<file path="config.mk">
export PLATFORM = sky130hd
export DESIGN_NAME = mdl_dmadregseq
export DESIGN_NICKNAME = d
export VERILOG_FILES = /design/src/rtl/mdl_dmadregseq_pkg.sv /design/src/rtl/mdl_dlcntr.sv /design/src/rtl/mdl_dmadregseq.sv
export SDC_FILE = /design/constraint.sdc
export NUM_CORES = 1
export LEC_CHECK = 0
export CAP_MARGIN = 30
export CORE_MARGIN = 3
export CORE_UTILIZATION = 35
export CTS_CLUSTER_SIZE = 28
export DETAILED_ROUTE_END_ITERATION = 16
export GPL_TIMING_DRIVEN = 0
export HOLD_SLACK_MARGIN = 0.15
export PLACE_DENSITY = 0.59
export SLEW_MARGIN = 20
export SYNTH_ARGS = -nofsm -noshare
export SYNTH_HDL_FRONTEND = slang
export SYNTH_HIERARCHICAL = 1
export SYNTH_SLANG_ARGS = --single-unit
</file>
<file path="constraint.sdc">
create_clock -name i_MCLK -period 8.3 [get_ports i_MCLK]
set_input_delay 1.245 -clock i_MCLK [delete_from_list [all_inputs] [get_ports i_MCLK]]
set_output_delay 1.245 -clock i_MCLK [all_outputs]
set_load 0.01 [all_outputs]
</file>
<file path="src/rtl/mdl_dmadregseq_pkg.sv">
// Shared definitions for the 005297 DMA byte-sequencing modules.
// Mode encodings, lane range and mode decode helper.
package mdl_dmadregseq_pkg;

   typedef enum logic [1:0] {
      MODE_NORM  = 2'b00,
      MODE_BOOT  = 2'b01,
      MODE_UPAGE = 2'b10,
      MODE_RSVD  = 2'b11
   } mode_e;

   localparam int LANES_MIN = 2;
   localparam int LANES_MAX = 8;

   // Reserved encoding behaves as normal mode.
   function automatic mode_e decode_mode(input logic [1:0] m);
      mode_e r;
      case (m)
         2'b01:   r = MODE_BOOT;
         2'b10:   r = MODE_UPAGE;
         default: r = MODE_NORM;
      endcase
      return r;
   endfunction

endpackage

</file>
<file path="src/rtl/mdl_dlcntr.sv">
// Bootloader download counter.
// Load wins over decrement; decrement saturates at zero.
module mdl_dlcntr
   import mdl_dmadregseq_pkg::*;
#(
   parameter int W = 12
) (
   input  logic         clk_i,
   input  logic         rst_ni,
   input  logic         en_i,
   input  logic         ld_i,
   input  logic [W-1:0] val_i,
   input  logic         dec_i,
   output logic [W-1:0] cnt_o,
   output logic         zero_o
);

   logic [W-1:0] cnt_q;
   logic [W-1:0] cnt_d;

   // Next count: load, else saturating decrement.
   always_comb begin
      cnt_d = cnt_q;
      if (en_i) begin
         if (ld_i) begin
            cnt_d = val_i;
         end else if (dec_i && (cnt_q != '0)) begin
            cnt_d = cnt_q - 1'b1;
         end
      end
   end

   // Count register.
   always_ff @(posedge clk_i or negedge rst_ni) begin
      if (!rst_ni) begin
         cnt_q <= '0;
      end else begin
         cnt_q <= cnt_d;
      end
   end

   assign cnt_o  = cnt_q;
   assign zero_o = (cnt_q == '0);

endmodule

</file>
<file path="src/rtl/mdl_dmadregseq.sv">
// DMA byte-to-lane sequencer with init skip, mode gating,
// word-ready handshake, overrun flag and download counter.
module mdl_dmadregseq
   import mdl_dmadregseq_pkg::*;
#(
   parameter int LANES     = 2,
   parameter int DLCNT_W   = 12,
   parameter int SKIP_INIT = 1
) (
   input  logic               i_MCLK,
   input  logic               i_SYS_RST_n,
   input  logic               i_CLK2M_PCEN_n,
   input  logic [1:0]         i_MODE,
   input  logic               i_ACQ_START,
   input  logic               i_BYTE_VALID,
   input  logic               i_VALPG_OK,
   input  logic               i_DLCNT_LD,
   input  logic [DLCNT_W-1:0] i_DLCNT_VAL,
   input  logic               i_WORD_ACK,
   input  logic               i_WORD_ABORT,
   output logic               o_NEWBYTE,
   output logic [LANES-1:0]   o_LANE_LD,
   output logic               o_WORD_RDY,
   output logic [DLCNT_W-1:0] o_DLCNT,
   output logic               o_DLCNT_ZERO,
   output logic               o_OVERRUN
);

   localparam int PW = (LANES > 1) ? $clog2(LANES) : 1;
   localparam logic [PW-1:0] LAST = PW'(LANES - 1);

   logic             en;
   mode_e            mode;
   logic             zero;
   logic             skip_hit;
   logic             gate;
   logic             pass;
   logic             blocked;
   logic             accept;
   logic [LANES-1:0] onehot;

   logic [PW-1:0]    ptr_q,     ptr_d;
   logic             skip_q,    skip_d;
   logic             newbyte_q, newbyte_d;
   logic [LANES-1:0] lane_q,    lane_d;
   logic             rdy_q,     rdy_d;
   logic             ovr_q,     ovr_d;

   assign en   = ~i_CLK2M_PCEN_n;
   assign mode = decode_mode(i_MODE);

   // Byte qualification: skip, mode gate, pending word, abort.
   always_comb begin
      skip_hit = (SKIP_INIT != 0) && skip_q && i_BYTE_VALID;
      unique case (mode)
         MODE_BOOT:  gate = ~zero;
         MODE_UPAGE: gate = i_VALPG_OK;
         default:    gate = 1'b1;
      endcase
      pass    = en && i_BYTE_VALID && !skip_hit && gate;
      blocked = rdy_q && !i_WORD_ACK;
      accept  = pass && !blocked && !i_WORD_ABORT;
      onehot  = '0;
      onehot[ptr_q] = 1'b1;
   end

   // Next state for pointer, strobes and flags.
   always_comb begin
      ptr_d     = ptr_q;
      skip_d    = skip_q;
      newbyte_d = newbyte_q;
      lane_d    = lane_q;
      rdy_d     = rdy_q;
      ovr_d     = ovr_q;
      if (en) begin
         if ((SKIP_INIT != 0) && i_ACQ_START) begin
            skip_d = 1'b1;
         end else if (i_BYTE_VALID) begin
            skip_d = 1'b0;
         end
         newbyte_d = accept;
         lane_d    = accept ? onehot : '0;
         if (i_WORD_ABORT) begin
            ptr_d = '0;
            rdy_d = 1'b0;
         end else if (accept) begin
            ptr_d = (ptr_q == LAST) ? '0 : ptr_q + 1'b1;
            if (ptr_q == LAST) begin
               rdy_d = 1'b1;
            end else if (i_WORD_ACK) begin
               rdy_d = 1'b0;
            end
         end else if (i_WORD_ACK) begin
            rdy_d = 1'b0;
         end
         if (i_ACQ_START) begin
            ovr_d = 1'b0;
         end else if (pass && blocked) begin
            ovr_d = 1'b1;
         end
      end
   end

   // State registers.
   always_ff @(posedge i_MCLK or negedge i_SYS_RST_n) begin
      if (!i_SYS_RST_n) begin
         ptr_q     <= '0;
         skip_q    <= 1'b0;
         newbyte_q <= 1'b0;
         lane_q    <= '0;
         rdy_q     <= 1'b0;
         ovr_q     <= 1'b0;
      end else begin
         ptr_q     <= ptr_d;
         skip_q    <= skip_d;
         newbyte_q <= newbyte_d;
         lane_q    <= lane_d;
         rdy_q     <= rdy_d;
         ovr_q     <= ovr_d;
      end
   end

   mdl_dlcntr #(
      .W (DLCNT_W)
   ) u_dlcntr (
      .clk_i  (i_MCLK),
      .rst_ni (i_SYS_RST_n),
      .en_i   (en),
      .ld_i   (i_DLCNT_LD),
      .val_i  (i_DLCNT_VAL),
      .dec_i  (accept && (mode == MODE_BOOT)),
      .cnt_o  (o_DLCNT),
      .zero_o (zero)
   );

   assign o_NEWBYTE    = newbyte_q;
   assign o_LANE_LD    = lane_q;
   assign o_WORD_RDY   = rdy_q;
   assign o_DLCNT_ZERO = zero;
   assign o_OVERRUN    = ovr_q;

endmodule

</file>
==> flow_metrics.py, run 1 <==
metrics = {
    "grt": {
        "grt_remaining_overflow": 0,
        "grt_pass1_wl_mm": 5.885,
        "grt_max_degree": 20,
        "track_usage": 0.1715,
        "grt_antenna_before_repair": 0,
        "grt_pass1_vias": 1213,
    },
    "flow_run": {
        "maxCapViolations": 0,
    },
    "clock_network": {
        "path_clk_slew_ns": 0.08,
        "cts_setup_buffers": 0,
        "cts_resized": 0,
        "cts_tree": "done",
        "cts_root_buf": "clkbuf_8",
        "numCtsBuffers": 3,
        "cts_sinks": 19,
        "htree_levels": 1,
        "clk_latency_ns": 0.26,
        "cts.path.max_buffers": 2,
        "hold_buffers": 0,
    },
    "power_and_ir_drop": {
        "peakVddDrop_v": 0.00004831,
        "leakage_nw": 0.6999,
        "powerDensity_mw_per_mm2": 151.8,
        "power.total_uw": 275.8,
    },
    "sta": {
        "period_share": 0.4558,
        "drv_slew": 0,
        "setup_viol": 0,
        "slew_headroom": 0.6333,
        "fin_tns_setup_ns": 0,
        "skew_ns": 0.003265,
        "rsz0062_at_grt": "false",
        "hold_violations": 0,
        "post-route-min-period_ns": 3.783,
        "max_freq_mhz": 264.4,
        "worstMarginPinSlew_ns": 0.5450,
    },
    "layout": {
        "fillCellCount": 332,
        "drive_above_1_share": 0.09626,
        "final_cell_area_sq_mm": 0.001817,
        "ff_latch_area_sq_um": 475.5,
        "syn2layout_area_growth_pct": 40.02,
        "multi_input_comb_area_sq_um": 764.5,
        "diodes": 0,
        "finalNetCount": 215,
    },
    "critical_path": {
        "cp_num_cells": 6,
        "endpoint_kind": "output port",
        "reg2reg_depth": 12,
        "worst_setup_path_start_kind": "register",
        "worstPathCellList": "inv_1 > ha_1 > or4b_4 > or2_2 > nor2_1 > clkdlybuf4s50_1",
        "cpPeakStageDelay_ns": 0.57,
        "worstPathArrival_ns": 2.54,
        "crit_required_ns": 7.05,
        "critPathKind": "reg2out",
        "worstPathMaxFanout": 8,
        "path_buf_inv": 2,
        "cpMaxStageDelayCell": "clkdlybuf4s50_1",
        "cpLargestDelayFamily": "simple AND/OR/NAND/NOR gates",
    },
    "synthesis": {
        "synth_flop_cell": "dfrtp_1",
        "yosys.area_share.adder": 0.03857,
        "yosys_register_bits": 19,
        "syn-instance-count": 142,
        "synth_compound_area_frac": 0.2613,
        "postSynthNetCount": 169,
        "ys_async_sr_fraction": 1.000,
        "synth_xor_area_frac": 0.006750,
        "yosysSeqAreaShare": 0.3664,
        "syn_avg_cell_area_sq_um": 9.137,
        "synthMuxAreaShare": 0.007715,
        "ys_types": 51,
        "syn_area_sq_mm": 0.001297,
        "yosys.area_share.simple": 0.2748,
        "synth-edff-count": 0,
        "synth_top_family_by_area": "simple AND/OR/NAND/NOR gates",
        "synth_warnings": 6,
    },
    "min_path": {
        "min_path_cells": 1,
        "hold_class": "reg2reg",
    },
    "placement": {
        "post_dp_cell_area_sq_mm": 0.001755,
        "gp_congestion": 0.8181,
        "numPortBuffers": 40,
        "hpwl_mm": 2.700,
    },
    "floorplan": {
        "row_count": 21,
        "die_w_um": 66.89,
        "io_pins": 41,
        "die_height_um": 66.89,
        "start_util": 0.3770,
        "dieArea_sq_mm": 0.004474,
        "core_sq_mm": 0.003442,
    },
    "detailed_routing": {
        "vias": 1286,
        "drt_first_iter_violations": 81,
        "viasPerCell": 5.519,
        "dr.pass1.iters": 4,
        "drcViolationCount": 0,
        "totalWireLength_mm": 3.622,
        "wl_per_cell_um": 15.55,
        "ant_nets": 0,
    },
    "outcome": {
        "status": "complete, no violations",
    },
}
## flip-flops by register name, summed over array words and instances (netlist names)
signal	count
u_dlcntr/cnt_o	12
skip_q	1
ptr_q	1
o_OVERRUN	1
o_NEWBYTE	1
o_LANE_LD	2
o_WORD_RDY	1
## cells by family after synthesis
group | Yosys count
simple gates | 61
compound gates | 41
buf+inv | 15
flops | 19
xor+xnor | 1
fa+ha+maj | 4
mux | 1
## synthesized netlist by cell type (all sizes together) (4+ instances only)
library cell | number | area (sq um)
nor2b | 5 | 31.28
dfrtp | 19 | 475.5
nor2 | 10 | 37.54
o21ai | 6 | 30.03
inv | 9 | 33.78
or3 | 5 | 41.29
nand3 | 6 | 30.03
o311ai | 5 | 43.80
a22o | 4 | 35.03
a21oi | 6 | 30.03
nand2 | 10 | 37.54
ha | 4 | 50.05
## per-layer routing
metal,vias up,global-route usage,share of wire
met5,-,0,0
met4,0,0.04557,0.0052
met3,2,0.02530,0.061
met2,38,0.2698,0.46
met1,614,0.2428,0.47
li1,632,-,-
## cell usage in the layout, fill, tap and decap left out, drive strengths merged, types with 2 or more instances in the layout
cell,instances
a22o,4
nor2b,5
or3,5
clkbuf,6
or4,3
inv,9
o21ai,6
dfrtp,19
o311ai,5
clkinv,2
nand4,2
a2bb2oi,2
or2,3
a211oi,2
nand2b,2
nor3,2
nor2,10
nor4,3
o211ai,3
and2,3
nand3,6
a21oi,6
buf,3
ha,4
and3,3
nand2,10
clkdlybuf4s50,40
## metrics by stage
stage | utilization | hold slack [ns] | instances | setup slack [ns]
after detailed placement | 0.5100 | 0.4907 | 228 | 4.389
final | 0.5278 | 0.5058 | 233 | 4.517
after global placement | 0.5100 | 0.4739 | 228 | 4.390
after CTS | 0.5234 | 0.5148 | 232 | 4.485
after floorplan | - | 0.4641 | 142 | 5.103
after global routing | 0.5278 | 0.5296 | 233 | 4.375
## final cells by class
| type | count | area share |
|---|---|---|
| multi-input combinational | 108 | 0.4208 |
| sequential | 19 | 0.2617 |
| timing repair buffer | 41 | 0.2287 |
| tap | 46 | 0.03168 |
| clock buffer | 3 | 0.02273 |
| inverter | 10 | 0.02066 |
| buffer | 5 | 0.01102 |
| clock inverter | 1 | 0.002755 |
## where the power goes
| part | internal (mW) | leakage [nW] | switching (mW) |
|---|---|---|---|
| Sequential | 0.104 | 0.233 | 0.0160 |
| Combinational | 0.0475 | 0.441 | 0.0397 |
| Clock | 0.0335 | 0.0255 | 0.0351 |
| Total | 0.185 | 0.700 | 0.0908 |
## worst paths after layout
| path | slack (ns) | from | to |
|---|---|---|---|
| max | 4.52 | u_dlcntr/cnt_o[0] | o_DLCNT_ZERO |
| min | 0.51 | skip_q | skip_q |
| max reg2reg | 4.92 | u_dlcntr/cnt_o[0] | u_dlcntr/cnt_o[10] |
| min reg2reg | 0.51 | skip_q | skip_q |
| max in group asynchronous | 6.57 | i_SYS_RST_n | u_dlcntr/cnt_o[8] |
| min in group asynchronous | 1.29 | i_SYS_RST_n | u_dlcntr/cnt_o[5] |
(Power assumes the default switching activity.)
==> run 2, diff against run 1 <==
--- a/config.mk
+++ b/config.mk
@@ -12,7 +12,7 @@
 export DETAILED_ROUTE_END_ITERATION = 16
 export GPL_TIMING_DRIVEN = 0
 export HOLD_SLACK_MARGIN = 0.15
-export PLACE_DENSITY = 0.59
+export PLACE_DENSITY = 0.62
 export SLEW_MARGIN = 20
 export SYNTH_ARGS = -nofsm -noshare
 export SYNTH_HDL_FRONTEND = slang
==> constraint.sdc (replaced) <==
create_clock -name i_MCLK -period 3.4 [get_ports i_MCLK]
set_input_delay 0.51 -clock i_MCLK [delete_from_list [all_inputs] [get_ports i_MCLK]]
set_output_delay 0.51 -clock i_MCLK [all_outputs]
set_load 0.01 [all_outputs]
==> flow_metrics.py, run 2 (synthesis results as in run 1) <==
metrics = {
    "sta": {
        "hold_violations": 0,
        "slew_headroom": 0.6305,
        "rsz0062_at_grt": "false",
        "period_share": 0.9569,
        "setup_viol": 0,
        "post-route-min-period_ns": 3.253,
        "skew_ns": 0.003942,
        "max_freq_mhz": 307.4,
        "worstMarginPinSlew_ns": 0.5492,
        "whs_ns": 0.5039,
        "fin_tns_setup_ns": 0,
        "drv_slew": 0,
    },
    "clock_network": {
        "cts_setup_buffers": 0,
        "htree_levels": 1,
        "cts_tree": "done",
        "numCtsBuffers": 3,
        "path_clk_slew_ns": 0.08,
        "clk_latency_ns": 0.26,
        "cts_sinks": 19,
        "hold_buffers": 0,
        "cts.path.max_buffers": 2,
        "cts_root_buf": "clkbuf_8",
    },
    "layout": {
        "layout_common_cells": "clkdlybuf4s50_1, dfrtp_1, nand2_1",
        "fillCellCount": 333,
        "diodes": 0,
        "ff_latch_area_sq_um": 475.5,
        "finalNetCount": 215,
        "largest_reg_flops": 12,
        "final_core_util": 0.5300,
        "syn2layout_area_growth_pct": 40.60,
        "layout_commonest_cell": "clkdlybuf4s50_1",
        "multi_input_comb_area_sq_um": 775.7,
        "drive_above_1_share": 0.1123,
    },
    "power_and_ir_drop": {
        "leakage_nw": 0.6995,
        "p_comb_frac": 0.318,
        "clockPowerShare": 0.244,
        "switching_share": 0.3281,
        "pwr-share-seq": 0.438,
        "internal_power_uw": 451.0,
        "power.total_uw": 671.3,
        "powerDensity_mw_per_mm2": 368.0,
        "p_sw_uw": 220.2,
        "peakVddDrop_v": 0.0001215,
    },
    "grt": {
        "track_usage": 0.1720,
        "grt_remaining_overflow": 0,
        "grt_max_degree": 20,
        "grt_pass1_wl_mm": 5.975,
        "grt_antenna_before_repair": 0,
        "grt_pass1_vias": 1257,
    },
    "min_path": {
        "holdPathEnd": "o_NEWBYTE",
        "min_path_cells": 1,
        "hp-start": "o_NEWBYTE",
        "hold_class": "reg2reg",
    },
    "outcome": {
        "status": "complete, no violations",
    },
    "floorplan": {
        "dieArea_sq_mm": 0.004474,
        "die_w_um": 66.89,
        "start_util": 0.3770,
        "io_pins": 41,
        "row_count": 21,
        "die_height_um": 66.89,
        "core_sq_mm": 0.003442,
    },
    "flow_run": {
        "maxCapViolations": 0,
    },
    "detailed_routing": {
        "drt_first_iter_violations": 61,
        "totalWireLength_mm": 3.632,
        "vias": 1307,
        "viasPerCell": 5.609,
        "dr.pass1.iters": 4,
        "ant_nets": 0,
        "wl_per_cell_um": 15.59,
        "drcViolationCount": 0,
    },
    "critical_path": {
        "r2r_slack_ns": 0.15,
        "r2r-start": "u_dlcntr/cnt_o[0]",
        "endpoint_kind": "register",
        "worstPathArrival_ns": 3.45,
        "critPathKind": "reg2reg",
        "reg2reg_to": "u_dlcntr/cnt_o[6]",
        "reg2reg_depth": 12,
        "worst_setup_path_start_kind": "register",
        "crit_required_ns": 3.60,
        "worstPathMaxFanout": 8,
    },
    "placement": {
        "hpwl_mm": 2.723,
        "numPortBuffers": 40,
        "gp_congestion": 0.8688,
    },
}
-- run 2: through the flow --
| stage | cells | setup WS [ns] | area [sq um] |
|---|---|---|---|
| global route | 233 | 0.04461 | 1824 |
| CTS | 232 | 0.06215 | 1802 |
| global placement | 228 | 0.1051 | 1755 |
| floorplan | 142 | 0.2634 | 1297 |
| detailed placement | 228 | 0.07575 | 1755 |
| finish | 233 | 0.1465 | 1824 |
-- run 2: worst max-delay path, stage by stage, from the launching register on --
cell and delay, ns:
dfrtp_1 0.47, inv_1 0.12, ha_1 0.14, or4b_4 0.51, or2_2 0.32, nor2_2 0.14
nor2b_1 0.08, or3_4 0.33, and3_4 0.20, and2_2 0.27, o41a_4 0.16, a311o_1 0.37
nand3_1 0.07
-- run 2: layer usage --
metal  wire length (um)  share of wire  global-route usage
met5                  0              0                   0
met4                 34         0.0094             0.06835
met3                181          0.050             0.01686
met2               1678           0.46              0.2673
met1               1738           0.48              0.2425
-- run 2: worst max path at each step --
stage,cells after the start,slack [ns],end,from
after floorplan,12,0.26,u_dlcntr/cnt_o[6],u_dlcntr/cnt_o[0]
after global placement,12,0.11,u_dlcntr/cnt_o[10],u_dlcntr/cnt_o[0]
after detailed placement,12,0.08,u_dlcntr/cnt_o[10],u_dlcntr/cnt_o[0]
after CTS,12,0.06,u_dlcntr/cnt_o[10],u_dlcntr/cnt_o[0]
after global routing,12,0.04,u_dlcntr/cnt_o[4],u_dlcntr/cnt_o[0]
final,12,0.15,u_dlcntr/cnt_o[6],u_dlcntr/cnt_o[0]
-- run 2: power groups by stage --
stage               registers [mW]  clock network (mW)  logic [mW]
floorplan                    0.299                   0      0.0997
global placement             0.295                   0       0.208
detailed placement           0.297                   0       0.211
CTS                          0.293               0.168       0.212
global route                 0.300               0.177       0.233
finish                       0.294               0.164       0.213
-- run 2: cell type report --
| class | instances | share of cell area |
|---|---|---|
| Tap cell | 46 | 0.03155 |
| Timing Repair Buffer | 41 | 0.2257 |
| Sequential cell | 19 | 0.2606 |
| Buffer | 5 | 0.01097 |
| Multi-Input combinational cell | 108 | 0.4252 |
| Clock inverter | 1 | 0.002743 |
| Clock buffer | 3 | 0.02263 |
| Inverter | 10 | 0.02058 |
-- run 2: repair_timing --
| item | in CTS | in global routing |
|---|---|---|
| setup endpoints to repair | 0 | 6 |
| endpoints found under the hold margin | 0 | 0 |
| resized for setup | 0 | 4 |
==> run 3, diff against run 2 <==
--- a/config.mk
+++ b/config.mk
@@ -5,6 +5,7 @@
 export SDC_FILE = /design/constraint.sdc
 export NUM_CORES = 1
 export LEC_CHECK = 0
+export ABC_AREA = 1
 export CAP_MARGIN = 30
 export CORE_MARGIN = 3
 export CORE_UTILIZATION = 35
@@ -12,7 +13,7 @@
 export DETAILED_ROUTE_END_ITERATION = 16
 export GPL_TIMING_DRIVEN = 0
 export HOLD_SLACK_MARGIN = 0.15
-export PLACE_DENSITY = 0.62
+export PLACE_DENSITY = 0.61
 export SLEW_MARGIN = 20
 export SYNTH_ARGS = -nofsm -noshare
 export SYNTH_HDL_FRONTEND = slang
==> flow_metrics.py, run 3 <==
metrics = {
    "sta": {
        "rsz0062_at_grt": "false",
        "fin_tns_setup_ns": 0,
        "max_freq_mhz": 394.5,
        "period_share": 0.7455,
        "post-route-min-period_ns": 2.535,
        "skew_ns": 0.007366,
        "setup_viol": 0,
        "drv_slew": 0,
        "slew_headroom": 0.6564,
        "final.setup.worst_slack_ns": 0.8653,
        "worstMarginPinSlew_ns": 0.5154,
        "hold_violations": 0,
    },
    "detailed_routing": {
        "totalWireLength_mm": 3.142,
        "vias": 1268,
        "viasPerCell": 4.418,
        "ant_nets": 0,
        "drcViolationCount": 0,
        "drt_first_iter_violations": 95,
        "wl_per_cell_um": 10.95,
        "dr.pass1.iters": 5,
    },
    "clock_network": {
        "cts_root_buf": "clkbuf_8",
        "cts_sinks": 19,
        "clk_latency_ns": 0.27,
        "cts.path.max_buffers": 2,
        "htree_levels": 1,
        "path_clk_slew_ns": 0.08,
        "cts_resized": 0,
        "cts_setup_buffers": 0,
        "cts_tree": "done",
        "hold_buffers": 0,
        "numCtsBuffers": 3,
    },
    "grt": {
        "grt_pass1_vias": 1195,
        "met1_usage": 0.2384,
        "grt_max_degree": 20,
        "grt_antenna_before_repair": 0,
        "use_met3": 0.03827,
        "track_usage": 0.1596,
        "grt_pass1_wl_mm": 5.589,
        "grt_use_met2": 0.2331,
        "grt_remaining_overflow": 0,
        "grt_busiest_layer": "met1",
    },
    "min_path": {
        "hold_class": "in2async",
    },
    "floorplan": {
        "io_pins": 41,
        "die_w_um": 67.18,
        "row_count": 21,
        "die_height_um": 67.18,
        "core_sq_mm": 0.003468,
        "dieArea_sq_mm": 0.004513,
        "start_util": 0.3777,
    },
    "critical_path": {
        "endpoint_kind": "output port",
        "crit_required_ns": 2.89,
        "critPathKind": "reg2out",
        "cpMaxStageDelayCell": "clkdlybuf4s50_1",
        "worst_setup_path_start_kind": "register",
        "cpLargestDelayFamily": "simple AND/OR/NAND/NOR gates",
        "path_buf_inv": 1,
        "cpPeakStageDelay_ns": 0.62,
        "worstPathCellList": "nor2_1 > nand2_2 > nor4_1 > clkdlybuf4s50_1",
        "worstPathArrival_ns": 2.02,
        "worstPathMaxFanout": 6,
    },
    "synthesis": {
        "ys_top_cells_by_area": "dfrtp_1, nand2_1, inv_1",
        "ys_types": 25,
        "synth_flop_cell": "dfrtp_1",
        "yosys-top-cells-count": "nand2_1, inv_1, dfrtp_1",
        "ys_async_sr_fraction": 1.000,
        "syn_area_sq_mm": 0.001310,
        "synth_warnings": 6,
        "syn_avg_cell_area_sq_um": 6.684,
        "yosysSeqAreaShare": 0.3629,
        "yosys.area.top_type": "dfrtp_1",
        "synth_top_cell_area_share": 0.3629,
        "yosys_register_bits": 19,
        "synth-edff-count": 0,
        "syn-instance-count": 196,
        "postSynthNetCount": 223,
        "synth.most_common_cell": "nand2_1",
    },
    "layout": {
        "finalNetCount": 269,
        "layout_common_cells": "nand2_1, clkdlybuf4s50_1, inv_1",
        "syn2layout_area_growth_pct": 39.64,
        "layout_commonest_cell": "nand2_1",
        "diodes": 0,
        "drive_above_1_share": 0.07884,
        "final_cells": 287,
        "largest_reg_flops": 12,
        "final_core_util": 0.5274,
    },
    "placement": {
        "detailedPlace.worstSlack_ns": 0.8653,
        "hpwl_mm": 2.372,
        "numPortBuffers": 40,
        "dp.cells": 282,
        "gp_congestion": 0.8000,
    },
    "power_and_ir_drop": {
        "peakVddDrop_v": 0.0002082,
        "leakage_nw": 0.9499,
        "powerDensity_mw_per_mm2": 407.4,
        "power.total_uw": 745.3,
    },
    "outcome": {
        "status": "complete, no violations",
    },
    "flow_run": {
        "maxCapViolations": 0,
    },
}
==> run 3: worst paths after layout <==
| check | start | end | slack, ns | depth (start not counted) |
|---|---|---|---|---|
| min in group i_MCLK | o_NEWBYTE | o_NEWBYTE | 0.48 | 2 |
| hold reg to reg | o_NEWBYTE | o_NEWBYTE | 0.48 | 2 |
| setup / recovery | u_dlcntr/cnt_o[4] | o_DLCNT_ZERO | 0.87 | 4 |
| max in group asynchronous | i_SYS_RST_n | u_dlcntr/cnt_o[7] | 2.51 | 2 |
| hold / removal | i_SYS_RST_n | o_NEWBYTE | 0.48 | 1 |
| setup reg to reg | u_dlcntr/cnt_o[4] | u_dlcntr/cnt_o[3] | 1.23 | 13 |
==> run 3: kinds of logic after synthesis <==
kind of cell | after synthesis | synth area share
and+or+nand+nor | 132 | 0.4317
buffers and inverters | 25 | 0.09074
DFF | 19 | 0.3629
AOI/OAI and AO/OA | 14 | 0.06208
adders and majority gates | 4 | 0.03821
xor gates and xnor gates | 1 | 0.006687
muxes | 1 | 0.007641
==> run 3: worst reg2reg max path: cells and delay by family, from the launching register on <==
family	cells	cell delay, ns
AOI/OAI and AO/OA	1	0.08
buffers and inverters	1	0.14
and+or+nand+nor	11	1.38
DFF	1	0.44
==> run 3: per-stage QoR <==
| step | cell area (sq um) | hold WS (ns) |
|---|---|---|
| floorplan | 1310 | 0.2144 |
| global placement | 1768 | 0.4692 |
| detailed placement | 1768 | 0.4690 |
| CTS | 1814 | 0.4886 |
| global route | 1829 | 0.4906 |
| finish | 1829 | 0.4812 |
==> run 3: final cells by class <==
cell class	instances	area, sq um
buffer	3	22.52
clock buffer	3	41.29
clock inverter	1	5.005
fill	372	1639
inverter	22	96.34
multi-input combinational	152	715.7
sequential	19	475.5
tap	46	57.56
timing repair buffer	41	415.4
==> run 3: power by group <==
part | internal, mW | switching [mW]
logic | 0.139 | 0.147
registers | 0.256 | 0.0372
clock network | 0.0818 | 0.0839
total | 0.477 | 0.269
==> run 3: routing by layer <==
| layer | wire length, um | part of all wire |
|---|---|---|
| met5 | 0 | 0 |
| met4 | 8 | 0.0025 |
| met3 | 114 | 0.036 |
| met2 | 1322 | 0.42 |
| met1 | 1697 | 0.54 |
